==> src/rtl/tnoc_packet_packer_pkg.sv <==
// Shared NoC packet/flit definitions for the packet packer slice.
// Holds the flit, header and payload layouts, the header-flit count helpers
// and the packet-type predicates used by the packer and its lane demux.
package tnoc_packet_packer_pkg;

    localparam int TNOC_FLIT_DATA_WIDTH           = 40;
    localparam int TNOC_DATA_WIDTH                = 32;
    localparam int TNOC_BYTE_ENABLE_WIDTH         = TNOC_DATA_WIDTH / 8;
    localparam int TNOC_ADDRESS_WIDTH             = 32;
    localparam int TNOC_ID_WIDTH                  = 4;
    localparam int TNOC_VC_FIELD_WIDTH            = 2;
    localparam int TNOC_TAG_WIDTH                 = 3;
    localparam int TNOC_BURST_LENGTH_WIDTH        = 5;
    localparam int TNOC_PACKED_BURST_LENGTH_WIDTH = 4;
    localparam int TNOC_BURST_SIZE_WIDTH          = 2;
    localparam int TNOC_STATUS_WIDTH              = 2;

    // Bit 7 marks a response, bit 6 marks a packet that carries payload.
    typedef enum logic [7:0] {
        TNOC_READ               = 8'h01,
        TNOC_WRITE              = 8'h41,
        TNOC_RESPONSE           = 8'h81,
        TNOC_RESPONSE_WITH_DATA = 8'hC1
    } tnoc_packet_type_t;

    typedef enum logic [1:0] {
        TNOC_OKAY         = 2'b00,
        TNOC_EXOKAY       = 2'b01,
        TNOC_SLAVE_ERROR  = 2'b10,
        TNOC_DECODE_ERROR = 2'b11
    } tnoc_response_status_t;

    typedef enum logic {
        TNOC_HEADER_FLIT  = 1'b0,
        TNOC_PAYLOAD_FLIT = 1'b1
    } tnoc_flit_type_t;

    typedef struct packed {
        tnoc_flit_type_t                  flit_type;
        logic                             head;
        logic                             tail;
        logic [TNOC_FLIT_DATA_WIDTH-1:0]  data;
    } tnoc_flit_t;

    typedef struct packed {
        logic [7:0]                       packet_type;
        logic [TNOC_ID_WIDTH-1:0]         destination_id;
        logic [TNOC_ID_WIDTH-1:0]         source_id;
        logic [TNOC_VC_FIELD_WIDTH-1:0]   vc;
        logic [TNOC_TAG_WIDTH-1:0]        tag;
    } tnoc_common_header_t;

    typedef struct packed {
        logic [TNOC_ADDRESS_WIDTH-1:0]             address;
        logic [TNOC_PACKED_BURST_LENGTH_WIDTH-1:0] burst_length;
        logic [TNOC_BURST_SIZE_WIDTH-1:0]          burst_size;
    } tnoc_request_header_t;

    typedef struct packed {
        logic [TNOC_STATUS_WIDTH-1:0] status;
    } tnoc_response_header_t;

    typedef struct packed {
        logic [TNOC_DATA_WIDTH-1:0]        data;
        logic [TNOC_BYTE_ENABLE_WIDTH-1:0] byte_enable;
    } tnoc_write_payload_t;

    typedef struct packed {
        logic [TNOC_DATA_WIDTH-1:0]   data;
        logic [TNOC_STATUS_WIDTH-1:0] status;
        logic                         response_last;
    } tnoc_read_payload_t;

    function automatic int calc_request_header_flits();
        return ($bits(tnoc_common_header_t) + $bits(tnoc_request_header_t)
                + TNOC_FLIT_DATA_WIDTH - 1) / TNOC_FLIT_DATA_WIDTH;
    endfunction

    function automatic int calc_response_header_flits();
        return ($bits(tnoc_common_header_t) + $bits(tnoc_response_header_t)
                + TNOC_FLIT_DATA_WIDTH - 1) / TNOC_FLIT_DATA_WIDTH;
    endfunction

    function automatic int calc_header_flits();
        return (calc_request_header_flits() > calc_response_header_flits())
               ? calc_request_header_flits() : calc_response_header_flits();
    endfunction

    localparam int REQUEST_HEADER_FLITS  = calc_request_header_flits();
    localparam int RESPONSE_HEADER_FLITS = calc_response_header_flits();
    localparam int HEADER_FLITS          = calc_header_flits();
    localparam int HEADER_COUNT_WIDTH    = (HEADER_FLITS > 1) ? $clog2(HEADER_FLITS) : 1;

    // Bursts run 1..16; 16 wraps to 0 in the 4-bit header field.
    function automatic logic [TNOC_PACKED_BURST_LENGTH_WIDTH-1:0] pack_burst_length(
        input logic [TNOC_BURST_LENGTH_WIDTH-1:0] burst_length
    );
        return burst_length[TNOC_PACKED_BURST_LENGTH_WIDTH-1:0];
    endfunction

    function automatic logic is_request_packet_type(input logic [7:0] packet_type);
        return !packet_type[7];
    endfunction

    function automatic logic packet_has_payload(input logic [7:0] packet_type);
        return packet_type[6];
    endfunction

endpackage

==> src/rtl/tnoc_packet_packer_vc_demux.sv <==
// Combinational one-to-CHANNELS lane steering for the packer's flit valid.
// Ports: vc_sel (lane index), valid (flit valid), lane_valid (per-lane valid),
// lane_ready (per-lane ready from router), ready (ready of the selected lane).
// With a single channel the lane index is ignored and lane 0 is wired through.
module tnoc_packet_packer_vc_demux #(
    parameter int CHANNELS = 2,
    parameter int VC_WIDTH = 1
) (
    input  logic [VC_WIDTH-1:0] vc_sel,
    input  logic                valid,
    output logic [CHANNELS-1:0] lane_valid,
    input  logic [CHANNELS-1:0] lane_ready,
    output logic                ready
);

    generate
        if (CHANNELS == 1) begin : g_bypass
            logic unused_vc_sel;
            assign unused_vc_sel = ^vc_sel;
            assign lane_valid    = valid;
            assign ready         = lane_ready[0];
        end else begin : g_demux
            always_comb begin
                lane_valid = '0;
                ready      = 1'b0;
                for (int i = 0; i < CHANNELS; i++) begin
                    if (vc_sel == VC_WIDTH'(i)) begin
                        lane_valid[i] = valid;
                        ready         = lane_ready[i];
                    end
                end
            end
        end
    endgenerate

endmodule

==> src/rtl/tnoc_packet_packer.sv <==
// Packet-to-flit serializer at the network-interface ingress.
// Ports:
//   clk, rst_n            clock, synchronous active-low reset
//   header_* / fields     packet header channel (valid/ready + header fields)
//   payload_*             payload channel (valid/ready, data, byte_enable,
//                         status, response_last, payload_last)
//   flit_valid/flit_ready per-lane flit handshake toward the router
//   vc_available          per-lane credit hint, not used by this block
//   flit_out              flit shared by all lanes
// Flits are combinational from the packet inputs and FSM state (no latency).
//
// state   | meaning
// IDLE    | waiting for header_valid; offers header flit 0 straight from inputs
// HEADER  | serializing header flits 1..N-1 on the latched vc
// PAYLOAD | forwarding payload beats until an accepted payload_last
module tnoc_packet_packer
    import tnoc_packet_packer_pkg::*;
#(
    parameter int CHANNELS = 2,
    localparam int VC_WIDTH = (CHANNELS > 1) ? $clog2(CHANNELS) : 1
) (
    input  logic                                   clk,
    input  logic                                   rst_n,
    input  logic                                   header_valid,
    output logic                                   header_ready,
    input  logic [7:0]                             packet_type,
    input  logic [TNOC_ID_WIDTH-1:0]               destination_id,
    input  logic [TNOC_ID_WIDTH-1:0]               source_id,
    input  logic [VC_WIDTH-1:0]                    vc,
    input  logic [TNOC_TAG_WIDTH-1:0]              tag,
    input  logic [TNOC_ADDRESS_WIDTH-1:0]          address,
    input  logic [TNOC_BURST_LENGTH_WIDTH-1:0]     burst_length,
    input  logic [TNOC_BURST_SIZE_WIDTH-1:0]       burst_size,
    input  logic [TNOC_STATUS_WIDTH-1:0]           status,
    input  logic                                   payload_valid,
    output logic                                   payload_ready,
    input  logic [TNOC_DATA_WIDTH-1:0]             payload_data,
    input  logic [TNOC_BYTE_ENABLE_WIDTH-1:0]      byte_enable,
    input  logic [TNOC_STATUS_WIDTH-1:0]           payload_status,
    input  logic                                   response_last,
    input  logic                                   payload_last,
    output logic [CHANNELS-1:0]                    flit_valid,
    input  logic [CHANNELS-1:0]                    flit_ready,
    input  logic [CHANNELS-1:0]                    vc_available,
    output tnoc_flit_t                             flit_out
);

    localparam int HEADER_BITS = HEADER_FLITS * TNOC_FLIT_DATA_WIDTH;

    typedef enum logic [1:0] {
        IDLE,
        HEADER,
        PAYLOAD
    } state_t;

    state_t                                         state;
    logic [HEADER_COUNT_WIDTH-1:0]                  count;
    logic [VC_WIDTH-1:0]                            vc_q;
    logic                                           request_q;

    logic [VC_WIDTH-1:0]                            vc_sel;
    logic                                           ready_sel;
    logic                                           valid_sel;
    logic                                           in_header;
    logic                                           last_header;
    logic                                           header_accept;
    logic                                           payload_accept;
    tnoc_common_header_t                            common_header;
    tnoc_request_header_t                           request_header;
    tnoc_response_header_t                          response_header;
    tnoc_write_payload_t                            write_payload;
    tnoc_read_payload_t                             read_payload;
    logic [HEADER_FLITS-1:0][TNOC_FLIT_DATA_WIDTH-1:0] header_words;

    logic unused_vc_available;
    assign unused_vc_available = ^vc_available;

    // Flit 0 goes out in IDLE before vc is latched, so steer on the live vc there.
    assign vc_sel    = (CHANNELS == 1) ? '0 : ((state == IDLE) ? vc : vc_q);
    assign in_header = (state == IDLE) || (state == HEADER);

    always_comb begin
        if (is_request_packet_type(packet_type)) begin
            last_header = (count == HEADER_COUNT_WIDTH'(REQUEST_HEADER_FLITS - 1));
        end else begin
            last_header = (count == HEADER_COUNT_WIDTH'(RESPONSE_HEADER_FLITS - 1));
        end
    end

    always_comb begin
        valid_sel = 1'b0;
        if (rst_n) begin
            if (in_header) begin
                valid_sel = header_valid;
            end else if (state == PAYLOAD) begin
                valid_sel = payload_valid;
            end
        end
    end

    tnoc_packet_packer_vc_demux #(
        .CHANNELS (CHANNELS),
        .VC_WIDTH (VC_WIDTH)
    ) u_vc_demux (
        .vc_sel     (vc_sel),
        .valid      (valid_sel),
        .lane_valid (flit_valid),
        .lane_ready (flit_ready),
        .ready      (ready_sel)
    );

    assign header_accept  = rst_n && in_header && header_valid && ready_sel;
    assign header_ready   = header_accept && last_header;
    assign payload_ready  = rst_n && (state == PAYLOAD) && ready_sel;
    assign payload_accept = payload_ready && payload_valid;

    always_comb begin
        common_header.packet_type      = packet_type;
        common_header.destination_id   = destination_id;
        common_header.source_id        = source_id;
        common_header.vc               = TNOC_VC_FIELD_WIDTH'(vc);
        common_header.tag              = tag;
        request_header.address         = address;
        request_header.burst_length    = pack_burst_length(burst_length);
        request_header.burst_size      = burst_size;
        response_header.status         = status;
        write_payload.data             = payload_data;
        write_payload.byte_enable      = byte_enable;
        read_payload.data              = payload_data;
        read_payload.status            = payload_status;
        read_payload.response_last     = response_last;
        if (is_request_packet_type(packet_type)) begin
            header_words = HEADER_BITS'({request_header, common_header});
        end else begin
            header_words = HEADER_BITS'({response_header, common_header});
        end
    end

    always_comb begin
        if (in_header) begin
            flit_out.flit_type = TNOC_HEADER_FLIT;
            flit_out.head      = (count == '0);
            flit_out.tail      = last_header && !packet_has_payload(packet_type);
            flit_out.data      = header_words[count];
        end else begin
            flit_out.flit_type = TNOC_PAYLOAD_FLIT;
            flit_out.head      = 1'b0;
            flit_out.tail      = payload_last;
            flit_out.data      = request_q ? TNOC_FLIT_DATA_WIDTH'(write_payload)
                                           : TNOC_FLIT_DATA_WIDTH'(read_payload);
        end
    end

    always_ff @(posedge clk) begin
        if (!rst_n) begin
            state     <= IDLE;
            count     <= '0;
            vc_q      <= '0;
            request_q <= 1'b0;
        end else begin
            case (state)
                IDLE, HEADER: begin
                    if (header_accept) begin
                        if (state == IDLE) begin
                            vc_q      <= vc_sel;
                            request_q <= is_request_packet_type(packet_type);
                        end
                        if (last_header) begin
                            count <= '0;
                            state <= packet_has_payload(packet_type) ? PAYLOAD : IDLE;
                        end else begin
                            count <= count + HEADER_COUNT_WIDTH'(1);
                            state <= HEADER;
                        end
                    end
                end
                PAYLOAD: begin
                    if (payload_accept && payload_last) begin
                        state <= IDLE;
                    end
                end
                default: begin
                    state <= IDLE;
                    count <= '0;
                end
            endcase
        end
    end

endmodule

==> config.mk <==
export PLATFORM = sky130hd
export DESIGN_NAME = tnoc_packet_packer
export DESIGN_NICKNAME = d
export VERILOG_FILES = /design/src/rtl/tnoc_packet_packer_pkg.sv /design/src/rtl/tnoc_packet_packer_vc_demux.sv /design/src/rtl/tnoc_packet_packer.sv
export SDC_FILE = /design/constraint.sdc
export NUM_CORES = 1
export LEC_CHECK = 0
export ABC_AREA = 1
export CAP_MARGIN = 20
export CORE_MARGIN = 4
export CORE_UTILIZATION = 28
export CTS_CLUSTER_DIAMETER = 200
export CTS_CLUSTER_SIZE = 8
export DETAILED_ROUTE_END_ITERATION = 8
export PLACE_DENSITY = 0.83
export SYNTH_ARGS = -nofsm -noshare
export SYNTH_HDL_FRONTEND = slang
export SYNTH_SLANG_ARGS = --single-unit
==> constraint.sdc <==
create_clock -name clk -period 2.1 [get_ports clk]
set_clock_uncertainty 0.1 [all_clocks]
set_input_delay 0.21 -clock clk [delete_from_list [all_inputs] [get_ports clk]]
set_output_delay 0.21 -clock clk [all_outputs]
set_load 0.05 [all_outputs]
# Yosys cells after proc, flatten, opt, wreduce, memory -nomap -nowiden
# Index checks and enable logic that the tools add are counted.
[totals]
word_cells = 50
ram_bits = 0
rom_bits = 0
output_inout_bits = 47
memories = 0
latch_bits = 0
reg_bits = 5
[op_classes]
shift = 0
n_div = 0
eq_ne = 4
n_lt_le_gt_ge = 1
n_addsub = 1
multipliers = 0
n_bitwise = 2
muxes = 21
reduce_logical = 17
[op_table]
columns = ["operator", "n"]
rows = [
  ["$mux W40", 2],
  ["$mux W59", 1],
  ["$mux W43", 1],
  ["$mux W36", 1],
  ["$mux W1", 10],
  ["$logic_and A1 B1 Y1", 9],
  ["$mux W2", 4],
  ["$pmux W2 S2", 1],
  ["$reduce_and A2 Y1", 2],
  ["$reduce_and A3 Y1", 1],
  ["$eq A2 B1 Y1 const B", 1],
  ["$eq A2 B2 Y1 const B", 1],
  ["$logic_not A1 Y1", 2],
  ["$logic_not A2 Y1", 1],
  ["$lt A1 B2 Y1 const B", 1],
  ["$ne A2 B1 Y1 const B", 1],
  ["$ne A2 B2 Y1 const B", 1],
  ["$not A1 Y1", 2],
  ["$pmux W1 S2", 1],
  ["$reduce_or A2 Y1", 1],
  ["$add A1 B1 Y1 const B", 1],
  ["$logic_or A1 B1 Y1", 1],
]

# Logic depth before layout (Yosys ltp)
[logic_depth]
word_depth = 8
depth_mapped = 9

# Modules after synthesis
# From an unflattened synthesis, not the netlist that was laid out.
[hier_totals]
hier_cells = 269
hier_area_um2 = 1406.3
[modules_own_cells]
columns = ["module", "area_per_inst_um2", "instances", "seq_area_each_um2", "cells_each"]
rows = [
  ["tnoc_packet_packer", 1376.3, 1, 100.1, 261],
  ["tnoc_packet_packer_vc_demux", 30.0, 1, 0.0, 8],
]

# Worst setup path after synthesis
# OpenSTA, ideal clock, no wires.
[synth_timing]
path_kind = "register to output"
from = "reg request_q"
to = "out flit_out[29] (netlist bit)"
arrival_ns = 1.880
setup_slack_ns = -0.090
stages_incl_launch_ff = 5
path_cell_list = "dfxtp_1 > buf_2 > clkbuf_1 > o21ai_0 > o21ai_0"
[synth_rtl]
columns = ["element", "line_no", "source"]
rows = [
  ["start: declaration", "tnoc_packet_packer.sv:59", "logic request_q;"],
  ["start signal: assignment", "tnoc_packet_packer.sv:166", "request_q <= is_request_packet_type(packet_type);"],
  ["end: declaration", "tnoc_packet_packer.sv:45", "output tnoc_flit_t flit_out"],
]

# Final worst setup path
[layout_timing]
from = "reg state[1]"
to = "out header_ready"
[layout_between]
elab_chain_cells = 6
elab_cells_between_ends = 9
cone_classes = "eq/ne: 1; mux: 2; reduce/logical: 6"
[layout_lines]
columns = ["element", "line_no", "source"]
rows = [
  ["start: declaration", "tnoc_packet_packer.sv:56", "state_t state;"],
  ["start signal: assignment", "tnoc_packet_packer.sv:170", "state <= packet_has_payload(packet_type) ? PAYLOAD : IDLE;"],
  ["$eq A2 B1 Y1 or $logic_not A2 Y1 (tied branches)", "tnoc_packet_packer.sv:80, tnoc_packet_packer.sv:79", ""],
  ["$logic_or A1 B1 Y1", "tnoc_packet_packer.sv:80", "assign in_header = (state == IDLE) || (state == HEADER);"],
  ["$logic_and A1 B1 Y1 (2 in series)", "tnoc_packet_packer.sv:112", "assign header_accept = rst_n && in_header && header_valid && ready_sel;"],
  ["$logic_and A1 B1 Y1 (*)", "tnoc_packet_packer.sv:112", ""],
  ["$logic_and A1 B1 Y1 (*)", "tnoc_packet_packer.sv:113", "assign header_ready = header_accept && last_header;"],
  ["end: declaration", "tnoc_packet_packer.sv:25", "output logic header_ready,"],
]
# Every way passes the cells marked *; elsewhere a longest branch is shown, timed or not.

==> results.txt <==
share of the yosys chip area belonging to registers = 7.35%
top cell type by total area after synthesis = o21ai_0
Layout Area Growth over Synthesis = 126%
PortBufs = 152
Crit. End Element = primary output
worst slew pin tran = 353 ps
clk_lat worst skew = 220 ps
WHS Path Cells = 4
Fin. Hold Viols = 0
H-tree depth = 1
CTS-repair resized insts = 0
Slew HR = 76.5%
hold buffer count at cts = 0
antenna viol nets, final = 0
clock buffer depth = 2
Post-Layout Inst Area = 3090 µm²
first-pass GRT wire length = 11.0 mm
Reg2Reg Depth = 8
Final setup violation count = 0
DP Cell Count = 476
Mapped Cells = 265
most common cell after layout, fill and taps aside = clkdlybuf4s50_1
dominant cells by area after synthesis = o21ai_0 (18%), nor2_1 (11%), nand3_1 (9.9%)
die footprint = 6050 µm²
top-area cell type share of the netlist area = 18.4%
Clock Sinks = 5
Fmax = 514 MHz
n_diodes = 0
post-DP HPWL = 5.70 mm
Chip Width = 77.8 µm
initial antenna violation count = 0
Worst EP required = 1790 ps
RSZ-0062 raised after global routing = false
pin count of the biggest net entering global routing = 37
period utilization = 92.7%
Post-Place Setup Slack = 161 ps
RD Place Congestion = 0.867
Avg WL per Cell = 14.7 µm
Post-CTS Setup Bufs = 0
WS Path Type = flip-flop to primary output
library cells used by synthesis = 24
core footprint = 4720 µm²
vias per std cell = 5.02
root buf cell = clkbuf_8
Core Util, Final = 65.3%
flops & latches, synth = 5
Final WS setup = 153 ps
CTS tree = built
total grt overflow = 0
yosys warns = 0
Worst R2R Setup Slack = 660 ps
Die H = 77.8 µm
CP Launch Type = flip-flop
CP Data Arrival Time = 1640 ps
Setup TNS = 0 ps
total CTS buffers = 3
leakage power = 1.44 nW
Rows = 25
drt pass-1 iters = 4
All-Layer GR Usage = 21.9%
DP Area = 3040 µm²
outcome = finished clean
layout cells sized above 1 = 18.6%
Hold Crit Class = flip-flop to flip-flop
min Tclk post-route = 1950 ps
VDD IR max = 0.450 mV
total power per unit cell area = 405 nW/µm²
DRT Wirelength = 7.04 mm
syn nets = 376
I/O pins = 156
Layout Nets = 525
detailed-route DRC error count = 0
Vias = 2,411
maxcap violations = 0
Clk pin slew, worst setup/hold paths = 40 ps
pins over their slew limit = 0
Critical Path Fanout Max = 14
vias in the first global route = 2,249
Layout fillers = 444
starting DRC count in detailed routing = 137
commonest non-fill, non-tap cells in the layout = clkdlybuf4s50_1 (105), buf_4 (45), nor2_1 (40)
cell area after synthesis = 1360 µm²
initial core utilization = 28.8%
Mapped Avg Cell Area = 5.14 µm²
non-filler cells, final = 480
[area by class of cell]
class / count / area (µm²) / share of cell area [%]
Clock buffer: 4 / 45.0 / 1.46
Inverter: 37 / 139 / 4.50
Multi-Input combinational cell: 202 / 1030 / 33.3
Sequential cell: 5 / 101 / 3.28
Tap cell: 67 / 83.8 / 2.72
Timing Repair Buffer: 165 / 1690 / 54.7
[registers in the layout (all words and copies together) (netlist names)]
| name | count |
|---|---|
| request_q | 1 |
| state | 2 |
| count | 1 |
| vc_q | 1 |
[final timing paths]
path | start | endpoint
max | state[1] | header_ready
max reg2reg | state[1] | count
min reg2reg | vc_q | vc_q
min | vc_q | vc_q
[metrics by stage]
| stage | hold WS, ps | power [W] |
|---|---|---|
| floorplan | 269 | 0.000610 |
| global placement | 441 | 0.00106 |
| detailed placement | 451 | 0.00107 |
| CTS | 458 | 0.00125 |
| global route | 506 | 0.00131 |
| finish | 457 | 0.00125 |
[synthesized netlist by cell type]
master    number
nor2_4         1
a21oi_1        9
and3_1         1
nand3_2        3
nand2_4        1
o21ai_1        4
ha_1           2
o21ai_0       50
o221ai_1      11
nand2_2        4
inv_1         33
nand3_1       27
clkbuf_2       1
o22ai_1        3
nand4_1       11
dfxtp_1        5
buf_4          1
clkinv_1       1
nor2_1        40
buf_2         10
nor2_2         1
nand2_1       34
clkbuf_1       9
inv_2          3
[kinds of logic (layout without fill, tap and decap cells)]
kind of cell	count (synthesis)	count (layout)	synth area share, %
simple gates	123	123	42.0
compound gates	77	77	31.6
buf+inv	58	206	17.3
flops	5	5	7.35
fa+ha+maj	2	2	1.84
[routing by layer]
| layer | share of wire, % | GRT usage (%) | vias up |
|---|---|---|---|
| met5 | 0 | 0 | - |
| met4 | 0.84 | 1.96 | 0 |
| met3 | 9.8 | 4.76 | 6 |
| met2 | 51 | 41.3 | 119 |
| met1 | 38 | 26.0 | 1090 |
| li1 | - | - | 1196 |
[worst max-delay path, stage by stage (launching register included)]
cell	delay, ps
dfxtp_2	360
inv_2	210
nand2_2	100
nand2_2	90
nand3_2	90
nand2_4	120
nand2_2	90
nor2_1	190
buf_12	170
[report_power, final]
group | internal, W | total, W | switching [W]
clock | 0.000130 | 0.000178 | 0.0000480
sequential | 0.000103 | 0.000113 | 0.0000102
combinational | 0.000421 | 0.000959 | 0.000539
Power figures use the tool's default switching activity.
